===== src/rtl/mod_n_counter.sv =====
// mod_n_counter: parametrised modulo-N up/down counter with clock enable, synchronous load,
// combinational terminal count and registered wrap pulse. Define MOD_N_COUNTER_WRAP_STICKY_EN for the sticky wrap flag.
module mod_n_counter #(
    parameter int WIDTH   = 3,
    parameter int MODULUS = 7
) (
    input  logic             clk,
    input  logic             rst,
    input  logic             en,
    input  logic             up_dn,
    input  logic             load,
    input  logic [WIDTH-1:0] load_val,
    input  logic             clr_wrap,
    output logic [WIDTH-1:0] count,
    output logic             tc,
    output logic             wrap,
    output logic             wrap_sticky
);
    generate
        if (WIDTH < 1 || WIDTH > 16) begin : g_bad_width
            $fatal(1, "mod_n_counter: WIDTH must be in 1..16");
        end
        if (MODULUS < 2 || MODULUS > (1 << WIDTH)) begin : g_bad_modulus
            $fatal(1, "mod_n_counter: MODULUS must be in 2..2**WIDTH");
        end
    endgenerate

    // One extra bit so MODULUS itself is representable when MODULUS == 2**WIDTH.
    localparam logic [WIDTH:0] MOD_EXT = (WIDTH+1)'(MODULUS);
    localparam logic [WIDTH:0] TOP_EXT = (WIDTH+1)'(MODULUS - 1);
    localparam logic [WIDTH:0] ONE_EXT = (WIDTH+1)'(1);

    logic [WIDTH-1:0] r_count;
    logic             r_wrap;
    logic [WIDTH:0]   w_count_ext;
    logic [WIDTH:0]   w_load_ext;
    logic [WIDTH:0]   w_sum;
    logic             w_at_term;
    logic             w_unused;

    assign w_count_ext = {1'b0, r_count};
    assign w_load_ext  = {1'b0, load_val};
    assign w_at_term   = up_dn ? (w_count_ext == TOP_EXT) : (w_count_ext == '0);
    assign tc          = en & ~load & ~rst & w_at_term;

    always_comb begin
        w_sum = w_count_ext;
        if (load) begin
            w_sum = (w_load_ext < MOD_EXT) ? w_load_ext : '0;
        end else if (en) begin
            if (up_dn) begin
                w_sum = (w_count_ext == TOP_EXT) ? '0 : w_count_ext + ONE_EXT;
            end else begin
                w_sum = (w_count_ext == '0) ? TOP_EXT : w_count_ext - ONE_EXT;
            end
        end
    end

    // A wrap is exactly an enabled, non-loading step taken from the terminal value.
    always_ff @(posedge clk) begin
        if (rst) begin
            r_count <= '0;
            r_wrap  <= 1'b0;
        end else begin
            r_count <= w_sum[WIDTH-1:0];
            r_wrap  <= tc;
        end
    end

    assign count = r_count;
    assign wrap  = r_wrap;

`ifdef MOD_N_COUNTER_WRAP_STICKY_EN
    logic r_wrap_sticky;

    // Set has priority over clear so a coincident wrap is never lost.
    always_ff @(posedge clk) begin
        if (rst) begin
            r_wrap_sticky <= 1'b0;
        end else if (r_wrap) begin
            r_wrap_sticky <= 1'b1;
        end else if (clr_wrap) begin
            r_wrap_sticky <= 1'b0;
        end
    end

    assign wrap_sticky = r_wrap_sticky;
`else
    assign wrap_sticky = 1'b0;
`endif

    assign w_unused = w_sum[WIDTH] ^ clr_wrap;

endmodule


===== config.mk =====
export PLATFORM = sky130hd
export DESIGN_NAME = mod_n_counter
export DESIGN_NICKNAME = d
export VERILOG_FILES = /design/src/rtl/mod_n_counter.sv
export SDC_FILE = /design/constraint.sdc
export NUM_CORES = 1
export LEC_CHECK = 0
export BUFFER_PORTS_ARGS = -buffer_cell sky130_fd_sc_hd__buf_2
export CORE_AREA = 2 2 39 41
export CTS_CLUSTER_DIAMETER = 40
export DETAILED_ROUTE_END_ITERATION = 16
export DIE_AREA = 0 0 41 43
export GPL_TIMING_DRIVEN = 0
export HOLD_SLACK_MARGIN = 0.15
export PLACE_DENSITY = 0.52
export SYNTH_ARGS = -nofsm -noshare
export SYNTH_HDL_FRONTEND = slang
export SYNTH_SLANG_ARGS = --single-unit

===== constraint.sdc =====
create_clock -name clk -period 1.75 [get_ports clk]
set_input_delay 0.35 -clock clk [delete_from_list [all_inputs] [get_ports clk]]
set_output_delay 0.35 -clock clk [all_outputs]
set_load 0.02 [all_outputs]

==> results by group <==
Status
  • Outcome: completed

STA
  • Fin. Hold Viols: 0
  • Final Setup Violations: 0
  • WHS: 0.300 ns
  • Period minus WS final: 1.69 ns
  • Fin crit share: a little over nine tenths
  • Max frequency: 593 MHz
  • Skew final: 0.00603 ns
  • Post-route setup slack: ~0.063 ns
  • Final max-slew violation count: 0

Clock network
  • Number of hold buffers added after cts: 0
  • H-tree levels: 1
  • Clk pin slew, worst setup/hold paths: 0.04 ns
  • Clock Root Buffer: clkbuf_4
  • Max clock buf depth: 2
  • Clk sink count: 4
  • Clock Latency Late Sink: 0.24 ns
  • Clock buffer count from CTS: 3
  • CTS tree: done

Layout
  • Share of cells above drive strength 1: 43.5%
  • N_diodes: 0
  • Most frequent cells in the layout: buf_2 (10), buf_4 (5)
  • Commonest non-fill, non-tap cell in the layout: buf_2
  • Final #Nets: between 70 and 80
  • Fin area: 523 µm²
  • Area grow syn2layout: 44.6%

Critical path
  • Setup crit end kind: output port
  • Worst Setup Path Type: register to output port
  • WP data arrival: 1.34 ns
  • CP max FO: 4
  • Startpoint types: register
  • CP required: 1.40 ns

Floorplanning
  • Std-Cell Rows: 14
  • Die width: 41 µm
  • Die area: 0.00176 mm²
  • Ports: 15
  • Core Area: 0.00138 mm²
  • Starting density of the core: 26.1%
  • Die Span Y: 43 µm

Power
  • Psw: 0.107 mW
  • Cell Pwr Density: 638 mW/mm²
  • Final Power: 0.334 mW
  • Switching share of total power: 32.0%
  • Maximum VDD drop: ~150 µV
  • Sequential fraction of design power: 32.4%
  • Power Internal: 0.227 mW
  • Leak: ~0.24 nW
  • Comb power frac: around 33%
  • Clock power share: 34.9%

Worst hold path
  • Hold WC Path Type: primary input to register

Global routing
  • GRT Residual Overflow: 0
  • Initial antenna violation count: 0
  • Vias in the first global route: 342
  • Pin count of the biggest net entering global routing: 10
  • Global-route wire length before repair: about 1400 µm
  • Gr usage total: 11.5%

Synthesis
  • #FFs+latches synth: 4
  • Area of the mapped netlist: 362 µm²
  • Synthesized Nets: 59
  • Warnings from Yosys: 0
  • Yosys cell types: 22
  • Syn Inst Count: 45
  • Avg Inst Size Synth: 8.04 µm²
  • Seq/Total Area, Yosys: between 20 and 25%

Run
  • Max Cap Viol: 0

Routing
  • Post-DR wirelength/cell: 11.4 µm
  • Vias: 382
  • Routed vias/inst: roughly 5
  • Drt initial violations: 7
  • DRT Pass-1 Iters: 4
  • Drt drc: 0
  • Routed Antenna Nets: 0
  • Routed WL: ~890 µm

Place
  • Port bufs: 11
  • Pre-CTS setup slack: 0.0873 ns
  • HPWL Detailed: between 600 and 700 µm
  • DP Area: roughly 440 µm²
  • Gpl congestion: 0.724
## cells by family (layout without fill, tap and decap cells)
kind of cell / count (synthesis) / in the layout / share of synthesized area [%]
buffers and inverters: 7 / 24 / 9.34
other: 1 / 1 / 1.04
AOI/OAI and AO/OA: 13 / 13 / 25.6
and+or+nand+nor: 14 / 14 / 20.4
adders and majority gates: 5 / 5 / 17.3
muxes: 1 / 1 / 4.15
DFF: 4 / 4 / 22.1
## cell type report
class / count / area [µm²]
buffer: 2 / 15.0
clock buffer: 3 / 22.5
fill: 153 / 861
inverter: 5 / 23.8
multi-input combinational: 34 / 273
sequential: 4 / 85.1
tap: 16 / 20.0
timing repair buffer: 14 / 83.8
## power groups by stage
stage	Sequential [mW]	Clock, mW	Combinational (mW)
floorplan	0.114	0	0.0527
global placement	0.107	0	0.0878
detailed placement	0.107	0	0.0887
CTS	0.109	0.124	0.0934
global route	0.110	0.125	0.123
finish	0.108	0.116	0.109
## worst paths after layout
| check | to | slack, ns | startpoint | cells past startpoint |
|---|---|---|---|---|
| worst min-delay path | count[0]$_SDFFE_PP0P_ | 0.30 | rst | 2 |
| worst max-delay path | tc | 0.06 | count[0]$_SDFFE_PP0P_ | 6 |
| worst max register to register | count[1]$_SDFFE_PP0P_ | 0.46 | count[1]$_SDFFE_PP0P_ | 5 |
| worst min register to register | count[0]$_SDFFE_PP0P_ | 0.59 | count[0]$_SDFFE_PP0P_ | 2 |
## critical path: stages, from the launching register on
cell and delay (ns):
dfxtp_4 0.36, inv_6 0.08, ha_4 0.14, nand2b_1 0.07
o21ai_1 0.16, and3_1 0.19, buf_6 0.12
## per-stage QoR
| stage | cells | setup TNS, ns | utilization, % |
|---|---|---|---|
| finish | 78 | 0 | 37.8 |
| global route | 78 | -0.0131 | 37.8 |
| CTS | 75 | 0 | 35.0 |
| detailed placement | 72 | 0 | 31.6 |
| global placement | 72 | 0 | 31.6 |
| floorplan | 45 | 0 | - |
## timing repair
action                     in CTS  in global routing
gates resized for setup        11                  3
pin swaps                       0                  1
setup endpoints to repair       1                  1
buffers inserted                0                  3
## per-layer routing
| layer | GRT usage (%) | wire length (µm) |
|---|---|---|
| met1 | 14.6 | 390 |
| met4 | 10.7 | 12 |
| met3 | 1.57 | 80 |
| met2 | 15.6 | 405 |
| met5 | 0 | 0 |
## flip-flops by register name, summed over array words and instances, names as in the netlist
signal  flops
count       3
wrap        1
## cell usage after synthesis
master     count  area, µm²
a211oi_1       1       7.51
nand3_1        3       15.0
o2111ai_1      2       17.5
conb_1         1       3.75
a21oi_1        1       5.00
inv_1          5       18.8
ha_1           5       62.6
o21ai_1        1       5.00
nor3b_1        1       7.51
and3_1         2       12.5
a221oi_2       1       15.0
nor2_1         1       3.75
mux2_4         1       15.0
nor3_1         1       5.00
dfxtp_1        4       80.1
nand2_1        3       11.3
a21boi_0       1       7.51
nor2b_1        2       12.5
nand2b_1       1       6.26
o211ai_1       2       15.0
buf_4          2       15.0
o21ai_0        4       20.0
Note: power is estimated with default switching activity, not from simulation.
